<file path="src/rtl/dqm_pkg.sv">
// Shared types and constants for the serial DQM frame deframer.
package dqm_pkg;

  localparam int DQM_SYNC_WIDTH  = 16;
  localparam int DQM_HEADER_SIZE = 48;

  typedef logic [DQM_SYNC_WIDTH-1:0] hdr_word_t;

  typedef enum logic [1:0] {
    ST_SEARCH  = 2'd0,
    ST_HEADER  = 2'd1,
    ST_PAYLOAD = 2'd2,
    ST_CHECK   = 2'd3
  } dqm_state_t;

endpackage

</file>
<file path="src/rtl/dqm_sync_detect.sv">
// Sync window: 16-bit serial shift register plus a comparator that includes the bit being accepted.
// Comparator is combinational; the register advances only on bit_en, so a stalled stream holds its window.
module dqm_sync_detect
  import dqm_pkg::*;
(
  input  logic                      clk,
  input  logic                      rst,
  input  logic                      bit_in,
  input  logic                      bit_en,
  input  logic [DQM_SYNC_WIDTH-1:0] sync_word,
  output logic [DQM_SYNC_WIDTH-1:0] shift_q,
  output logic                      match
);

  always_ff @(posedge clk or negedge rst) begin
    if (!rst) begin
      shift_q <= '0;
    end else if (bit_en) begin
      shift_q <= {shift_q[DQM_SYNC_WIDTH-2:0], bit_in};
    end
  end

  assign match = ({shift_q[DQM_SYNC_WIDTH-2:0], bit_in} == sync_word);

endmodule

</file>
<file path="src/rtl/dqm_deframer.sv">
// DQM deframer: sync search/check, header capture, payload strobes; miss tolerance via DQM_DEFRAMER_FLYWHEEL_EN.
// All outputs appear one cycle after the accepted bit; no backpressure, bit_en=0 stalls the whole frame walk.
module dqm_deframer
  import dqm_pkg::*;
#(
  parameter int HEADER_SIZE = DQM_HEADER_SIZE,
  parameter int MISS_LIMIT  = 3
) (
  input  logic                      clk,
  input  logic                      rst,
  input  logic                      bit_in,
  input  logic                      bit_en,
  input  logic [DQM_SYNC_WIDTH-1:0] sync_word,
  input  logic [15:0]               block_size,
  output logic [DQM_SYNC_WIDTH-1:0] frame_word_1,
  output logic [DQM_SYNC_WIDTH-1:0] frame_word_2,
  output logic                      header_valid,
  output logic                      payload_bit,
  output logic                      payload_valid,
  output logic                      locked,
  output logic                      interrupt
);

  localparam int                HDR_BITS = HEADER_SIZE - DQM_SYNC_WIDTH;
  localparam int                MISS_W   = $clog2(MISS_LIMIT + 1);
  localparam logic [15:0]       HDR_LAST = 16'(HDR_BITS - 1);
  localparam logic [15:0]       W1_DONE  = 16'(DQM_SYNC_WIDTH);
  localparam logic [15:0]       W2_LAST  = 16'(2 * DQM_SYNC_WIDTH - 1);
  localparam logic [15:0]       CHK_LAST = 16'(DQM_SYNC_WIDTH - 1);
  localparam logic [MISS_W-1:0] MISS_MAX = MISS_W'(MISS_LIMIT);
  localparam logic [MISS_W-1:0] MISS_ONE = MISS_W'(1);

  dqm_state_t        state_q, state_d;
  logic [15:0]       cnt_q;
  logic [15:0]       blk_q;
  logic [MISS_W-1:0] miss_q, miss_inc;
  hdr_word_t         sr_q, window, w1_sh, w2_sh;
  logic              sync_match, lose_lock;
  logic              hdr_last, pay_last, chk_last;

  dqm_sync_detect u_sync (
    .clk       (clk),
    .rst       (rst),
    .bit_in    (bit_in),
    .bit_en    (bit_en),
    .sync_word (sync_word),
    .shift_q   (sr_q),
    .match     (sync_match)
  );

  assign window   = {sr_q[DQM_SYNC_WIDTH-2:0], bit_in};
  assign hdr_last = (cnt_q == HDR_LAST);
  assign pay_last = (cnt_q == blk_q - 16'd1);
  assign chk_last = (cnt_q == CHK_LAST);
  assign miss_inc = (miss_q == MISS_MAX) ? miss_q : miss_q + MISS_ONE;

`ifdef DQM_DEFRAMER_FLYWHEEL_EN
  assign lose_lock = (miss_inc == MISS_MAX);
`else
  assign lose_lock = 1'b1;
`endif

  always_ff @(posedge clk or negedge rst) begin
    if (!rst) begin
      state_q <= ST_SEARCH;
    end else begin
      state_q <= state_d;
    end
  end

  always_comb begin
    state_d = state_q;
    if (bit_en) begin
      case (state_q)
        ST_SEARCH:  if (sync_match) state_d = ST_HEADER;
        ST_HEADER:  if (hdr_last) state_d = (block_size != 16'd0) ? ST_PAYLOAD : ST_CHECK;
        ST_PAYLOAD: if (pay_last) state_d = ST_CHECK;
        ST_CHECK:   if (chk_last) state_d = (sync_match || !lose_lock) ? ST_HEADER : ST_SEARCH;
        default:    state_d = ST_SEARCH;
      endcase
    end
  end

  always_ff @(posedge clk or negedge rst) begin
    if (!rst) begin
      cnt_q         <= '0;
      blk_q         <= '0;
      miss_q        <= '0;
      w1_sh         <= '0;
      w2_sh         <= '0;
      frame_word_1  <= '0;
      frame_word_2  <= '0;
      header_valid  <= 1'b0;
      payload_bit   <= 1'b0;
      payload_valid <= 1'b0;
      locked        <= 1'b0;
    end else begin
      header_valid  <= 1'b0;
      payload_valid <= 1'b0;
      if (bit_en) begin
        // Every state change restarts the bit count for the new field.
        cnt_q <= (state_d != state_q || state_q == ST_SEARCH) ? 16'd0 : cnt_q + 16'd1;
        case (state_q)
          ST_HEADER: begin
            // The shift register holds the whole first word once the 17th header bit arrives.
            if (cnt_q == W1_DONE) w1_sh <= sr_q;
            if (cnt_q == W2_LAST) w2_sh <= window;
            if (hdr_last) begin
              frame_word_1 <= w1_sh;
              frame_word_2 <= (HDR_BITS == 2 * DQM_SYNC_WIDTH) ? window : w2_sh;
              header_valid <= 1'b1;
              blk_q        <= block_size;
            end
          end
          ST_PAYLOAD: begin
            payload_bit   <= bit_in;
            payload_valid <= 1'b1;
          end
          ST_CHECK: begin
            if (chk_last) begin
              if (sync_match) begin
                miss_q <= '0;
                locked <= 1'b1;
              end else begin
                miss_q <= miss_inc;
                if (lose_lock) locked <= 1'b0;
              end
            end
          end
          default: ;
        endcase
      end
    end
  end

  assign interrupt = header_valid & locked;

endmodule

</file>
<file path="config.mk">
export PLATFORM = sky130hd
export DESIGN_NAME = dqm_deframer
export DESIGN_NICKNAME = d
export VERILOG_FILES = /design/src/rtl/dqm_pkg.sv /design/src/rtl/dqm_sync_detect.sv /design/src/rtl/dqm_deframer.sv
export SDC_FILE = /design/constraint.sdc
export NUM_CORES = 1
export LEC_CHECK = 0
export ABC_AREA = 1
export CAP_MARGIN = 10
export CORE_ASPECT_RATIO = 0.9
export CORE_MARGIN = 2
export CORE_UTILIZATION = 50
export DETAILED_ROUTE_END_ITERATION = 10
export GPL_TIMING_DRIVEN = 0
export PLACE_DENSITY = 0.77
export SYNTH_ARGS = -nofsm -noshare
export SYNTH_HDL_FRONTEND = slang
export SYNTH_SLANG_ARGS = --single-unit
</file>
<file path="constraint.sdc">
create_clock -name clk -period 1.7 [get_ports clk]
set_input_delay 0.34 -clock clk [delete_from_list [all_inputs] [get_ports clk]]
set_output_delay 0.34 -clock clk [all_outputs]
set_load 0.005 [all_outputs]
</file>
==> reports/metrics.yaml, run 1 <==
final.setup.tns_ns: -10.94
ctsHoldBuffers: 0
finalNetCount: 797
critPathCaptureType: "register"
final_layout_size_suffix_gt1_share_pct: 24.7
maxCapViolations: 0
synth.net_count: 678
dpl_cell_area_sq_mm: 0.00607
antenna_found_initial: 0
synth.distinct_cells: 35
ys_seq_area_share_pct: 49.6
worst_slack_ns: -0.500
required_ns: 1.92
coreArea_sq_mm: 0.0101
p_leak_nw: 3.38
worstPathMaxFanout: 5
rsz0062_at_grt: "yes"
ir_worst_vdd_mv: 0.569
grt-ovfl-total: 0
final_util_pct: 70.8
area_growth_pct: 39.3
numPortBuffers: 71
viasPerCell: 5.36
grt_pass1_vias: 4795
crit_arrival_ns: 2.42
fp.dieW_um: 111
yosysTopAreaCellShare_pct: 49.6
holdWs_ns: -0.00480
pwr_density_cell_mw_per_mm2: 714
wl_mm: 14.8
period_minus_slack_ns: 2.20
drtIter0Drc: 321
synth-edff-count: 0
start_util_pct: 50.9
synth_flop_cell: "dfrtp_1"
via_count: 4767
drv_slew: 0
hold_viol: 5
num_antenna_cells: 0
ys.warnings.count: 0
wl_per_cell_um: 16.6
ys_async_sr_fraction_pct: 100
status: "finished, violations left"
num_rows: 35
netlist_instances: 639
fin_crit_sh_pct: 129
yosysMostFrequentCell: "nand2_1"
drc: 0
fin_area_sq_mm: 0.00716
root_buffer: "clkbuf_16"
cts_tree: "done"
clock_latency_ns: 0.36
tightestPinTransition_ns: 0.727
io_pins: 73
die_h_um: 100
syn_area_sq_mm: 0.00514
clock_sink_count: 102
clockBufferDepth: 2
dieArea_sq_mm: 0.0111
synth_common_cells: "204 x nand2_1, 102 x dfrtp_1, 74 x o21ai_0"
drt_pass1_iterations: 5
ys_ff_latch: 102
cp-start-kind: "register"
hold_class: "in -> async"
syn_area_per_cell_sq_um: 8.05
finalSetupViolations: 58
gp_congestion: 0.908
ant_nets: 0
clk_pin_slew_ns: 0.07
criticalPathCategory: "reg -> reg"
fin_skew_ns: 0.0112
grt_max_degree: 57
violations: "hold timing, setup timing"
grt.total_usage_pct: 26.0
relSlewSlack_pct: 51.5
grt_first_pass_wirelength_mm: 22.9
netlist_top_cells_area: "dfrtp_1 50%, nand2_1 15%, o21ai_0 7.2%"
fmax_mhz: 454
h-tree-depth: 3
nFillCells: 731
hpwl_mm: 9.48
cts_made_buffers: 9
dp_slack_ns: -0.616
synth_area_leader_cell: "dfrtp_1"
-- layer usage --
layer,global-route usage (%),part of all wire (%),up-vias
met1,33.2,42,2301
met3,6.34,5.7,33
met5,0,0,-
met4,11.1,2.6,0
met2,42.9,50,176
li1,-,-,2257
-- timing repair --
action / 4_1_cts / 5_1_grt
setup buffers: 27 / 7
gates cloned: 3 / 4
pin swaps: 10 / 16
endpoints found under the setup margin: 82 / 84
resized for setup: 89 / 97
-- kinds of logic after synthesis --
logic type / Yosys count / synth area share (%)
AND/OR/NAND/NOR: 315 / 26.6
adder cells (fa/ha/maj): 3 / 0.730
flip-flops: 102 / 49.6
buffers and inverters: 88 / 6.91
AO/OA/AOI/OAI: 98 / 10.5
XOR/XNOR: 33 / 5.62
-- flip-flops by register name, summed over array words and instances (netlist names) --
name            count
blk_q              16
state_q             2
frame_word_2       16
locked              1
cnt_q              16
frame_word_1       16
payload_valid       1
header_valid        1
payload_bit         1
w1_sh              16
u_sync.shift_q     16
-- layout make-up --
cell class                 count  area (sq um)  share of cell area [%]
tap                          129           161                    2.25
timing repair buffer         110          1160                    16.2
clock buffer                  10           239                    3.34
buffer                        19           205                    2.86
multi-input combinational    449          2560                    35.7
sequential                   102          2550                    35.6
inverter                      67           254                    3.55
clock inverter                 4          31.3                   0.437
-- cell usage in the layout, fill, tap and decap left out, types with 2 or more instances in the layout --
| cell | n |
|---|---|
| nand2_1 | 165 |
| dfrtp_1 | 101 |
| clkdlybuf4s50_1 | 69 |
| inv_1 | 55 |
| nor2_1 | 45 |
| o21ai_0 | 38 |
| nand2_2 | 33 |
| xor2_1 | 25 |
| buf_4 | 24 |
| nand3_1 | 20 |
| o21ai_1 | 19 |
| o21ai_2 | 19 |
| a21oi_2 | 15 |
| clkbuf_16 | 14 |
| inv_2 | 11 |
| nand2_4 | 10 |
| buf_6 | 9 |
| nor2_2 | 8 |
| xnor2_1 | 8 |
| buf_8 | 7 |
| nor2_4 | 6 |
| nand3_2 | 6 |
| clkbuf_1 | 5 |
| nand3b_1 | 5 |
| buf_2 | 4 |
| nand4_1 | 4 |
| a21oi_1 | 4 |
| nor3_2 | 3 |
| buf_12 | 3 |
| nor3_1 | 2 |
| nand3_4 | 2 |
| inv_6 | 2 |
| buf_16 | 2 |
-- worst max-delay path, stage by stage (launching register included) --
cell	delay, ns
dfrtp_1	0.42
inv_2	0.10
ha_4	0.18
nand2_4	0.06
nor2_4	0.16
nand3_2	0.10
nand3_2	0.08
nand2_1	0.05
nor2_1	0.11
nand3_1	0.12
o21ai_2	0.23
nand3_2	0.12
nand2_4	0.14
clkbuf_16	0.17
a21oi_2	0.05
-- through the flow --
step | cells | power [mW]
4_1_cts | 883 | 5.05
6_report | 890 | 5.11
2_1_floorplan | 639 | 2.84
3_3_place_gp | 839 | 3.05
3_5_place_dp | 840 | 3.08
5_1_grt | 890 | 5.28
-- report_power, final --
part	leakage, nW	internal, mW	switching (mW)
clock network	0.135	1.03	0.941
logic	1.91	0.238	0.331
registers	1.34	2.50	0.0771
-- path summary, 6_finish.rpt --
kind	startpoint	slack [ns]	end	depth (start not counted)
setup / recovery	blk_q[1]$_DFFE_PN0P_	-0.50	cnt_q[14]$_DFFE_PN0P_	14
hold / removal	rst	-0.005	blk_q[10]$_DFFE_PN0P_	1
setup reg to reg	blk_q[1]$_DFFE_PN0P_	-0.50	cnt_q[14]$_DFFE_PN0P_	14
hold reg to reg	frame_word_1[1]$_DFFE_PN0P_	0.48	frame_word_1[1]$_DFFE_PN0P_	2
max in group asynchronous	rst	1.04	u_sync.shift_q[12]$_DFFE_PN0P_	2
min in group clk	bit_en	0.43	cnt_q[1]$_DFFE_PN0P_	4
Note: power is estimated with default switching activity, not from simulation.
==> run 2, diff against run 1 <==
CORE_ASPECT_RATIO = not set   (was 0.9)
SLEW_MARGIN = 20   (was not set)
==> reports/metrics.yaml, run 2 (synthesis results as in run 1) <==
status: "finished, violations left"  # unchanged
violations: "setup timing"  # was hold timing, setup timing
tightestPinTransition_ns: 0.728  # was 0.727 ns
cts_made_buffers: 9  # unchanged
dpl.cell_count: 847  # was 840
clock_sink_count: 102  # unchanged
fmax_mhz: 464  # was 454 MHz
clk_pin_slew_ns: 0.11  # was 0.07 ns
critPathCaptureType: "register"  # unchanged
numPortBuffers: 71  # unchanged
fin_skew_ns: 0.0172  # was 0.0112 ns
drtIter0Drc: 260  # was 321
required_ns: 1.96  # was 1.92 ns
dieArea_sq_mm: 0.0111  # about the same
grt_pass1_vias: 4698  # was 4,795
final.setup.tns_ns: -11.58  # was -10.94 ns
ir_worst_vdd_mv: 0.676  # was 0.569 mV
holdCritStartpoint: "bit_en"
worst_slack_ns: -0.456  # was -0.500 ns
drv_slew: 0  # unchanged
clock_latency_ns: 0.39  # was 0.36 ns
final_common_cell: "nand2_1"  # unchanged
ant_nets: 0  # unchanged
dp_slack_ns: -0.639  # was -0.616 ns
relSlewSlack_pct: 51.5  # about the same
grt_first_pass_wirelength_mm: 21.7  # was 22.9 mm
fin_cells: 882  # was 890
fin_crit_sh_pct: 127  # was 129%
io_pins: 73  # unchanged
final_layout_size_suffix_gt1_share_pct: 14.2  # was 24.7%
cts_tree: "done"  # unchanged
finalSetupViolations: 70  # was 58
wl_per_cell_um: 14.8  # was 16.6 um
maxCapViolations: 0  # unchanged
most-common-layout-cells: "201 x nand2_1, 101 x dfrtp_1, 67 x clkdlybuf4s50_1, 66 x o21ai_0, 57 x inv_1"  # was 165 x nand2_1, 101 x dfrtp_1, 69 x clkdlybuf4s50_1, 55 x inv_1, 45 x nor2_1
r2r_cells: 14  # unchanged
holdPathStages: 3
regToRegEndpoint: "cnt_q[6]$_DFFE_PN0P_"  # was cnt_q[14]$_DFFE_PN0P_
p_leak_nw: 3.11  # was 3.38 nW
num_rows: 37  # was 35
die_h_um: 105  # was 100 um
root_buffer: "clkbuf_8"  # was clkbuf_16
finalNetCount: 780  # was 797
crit_arrival_ns: 2.41  # was 2.42 ns
grt-ovfl-total: 0  # unchanged
drc: 0  # unchanged
rsz0062_at_grt: "yes"  # unchanged
area_growth_pct: 28.2  # was 39.3%
wl_mm: 13.1  # was 14.8 mm
start_util_pct: 50.7  # was 50.9%
clockBufferDepth: 2  # unchanged
r2r_start: "blk_q[1]$_DFFE_PN0P_"  # unchanged
path_delay_family: "simple AND/OR/NAND/NOR gates"  # unchanged
min_to: "payload_valid$_DFF_PN0_"
cp_num_buf_inv: 3  # was 2
hold_class: "in -> reg"  # was in -> async
crit_chain: "inv_2, ha_4, inv_2, nand2_2, nand3_2, nor2_2, nand4_1, nor2_1, nand3_1, o21ai_2, nand3_2, nand2_4, clkbuf_16, a21oi_2"  # was inv_2, ha_4, nand2_4, nor2_4, nand3_2, nand3_2, nand2_1, nor2_1, nand3_1, o21ai_2, nand3_2, nand2_4, clkbuf_16, a21oi_2
worstPathMaxFanout: 5  # unchanged
fp.dieW_um: 105  # was 111 um
rrSetupSlack_ns: -0.46  # was -0.50 ns
period_minus_slack_ns: 2.16  # was 2.20 ns
num_antenna_cells: 0  # unchanged
drt_pass1_iterations: 5  # unchanged
gp_congestion: 0.849  # was 0.908
grt_max_degree: 68  # was 57
power.total_mw: 4.80  # was 5.11 mW
grt.total_usage_pct: 24.5  # was 26.0%
pwr_density_cell_mw_per_mm2: 729  # was 714 mW/mm^2
criticalPathCategory: "reg -> reg"  # unchanged
coreArea_sq_mm: 0.0101  # about the same
hpwl_mm: 9.31  # was 9.48 mm
hold_viol: 0  # was 5
cp-start-kind: "register"  # unchanged
antenna_found_initial: 0  # unchanged
viasPerCell: 5.18  # was 5.36
h-tree-depth: 3  # unchanged
slowest_stage: "dfrtp_1"  # unchanged
via_count: 4568  # was 4,767
critical-path-max-stage-delay_ns: 0.41  # was 0.42 ns
## run 2: tightest hold or removal path, cell delays in order
cell	delay, ns
buf_2	0.17
inv_2	0.13
nor3_1	0.09
## run 2: layout make-up
type	count	area [sq um]
fillers	830	3540
flip-flops and latches	102	2550
multi-input cells	449	2300
repair buffers	92	921
inverters	67	254
well taps	136	170
plain buffers	20	168
clock buffers	10	138
clock inverters	6	85.1
## run 2: per-stage QoR
stage | util, % | area (sq um) | hold WS (ns)
finish | 65.0 | 6590 | 0.374
global route | 65.0 | 6590 | 0.397
CTS | 63.6 | 6450 | 0.338
detailed placement | 60.0 | 6080 | 0.269
global placement | 59.7 | 6050 | 0.455
floorplan | - | 5170 | 0.0444
## run 2: how the worst max path moves through the flow
stage               slack [ns]            startpoint                      endpoint  depth (start not counted)
floorplan                -0.12  blk_q[0]$_DFFE_PN0P_         cnt_q[10]$_DFFE_PN0P_                         14
global placement         -3.52                   rst  frame_word_2[10]$_DFFE_PN0P_                          1
detailed placement       -0.64         sync_word[10]          cnt_q[6]$_DFFE_PN0P_                         13
CTS                      -0.36  blk_q[1]$_DFFE_PN0P_          cnt_q[7]$_DFFE_PN0P_                         14
global route             -0.57  blk_q[1]$_DFFE_PN0P_          cnt_q[8]$_DFFE_PN0P_                         14
finish                   -0.46  blk_q[1]$_DFFE_PN0P_          cnt_q[6]$_DFFE_PN0P_                         14
## run 2: routing by layer
| metal | track usage [%] | vias up | share of wire, % |
|---|---|---|---|
| met5 | 0 | - | 0 |
| met4 | 11.2 | 0 | 2.8 |
| met3 | 5.13 | 35 | 5.7 |
| met2 | 40.9 | 143 | 50 |
| met1 | 30.5 | 2180 | 41 |
| li1 | - | 2210 | - |
## run 2: power by group
group	switching [mW]	internal [mW]	total, mW
clock	0.949	0.762	1.71
sequential	0.0683	2.50	2.57
combinational	0.289	0.235	0.524
total	1.31	3.50	4.80
## run 2: repair_timing
action,4_1_cts,5_1_grt
gates cloned,0,3
buffers inserted,10,6
hold buffers,1,0
setup endpoints to repair,78,85
pin swaps,4,9
hold endpoints to repair,35,0
resized for setup,32,28
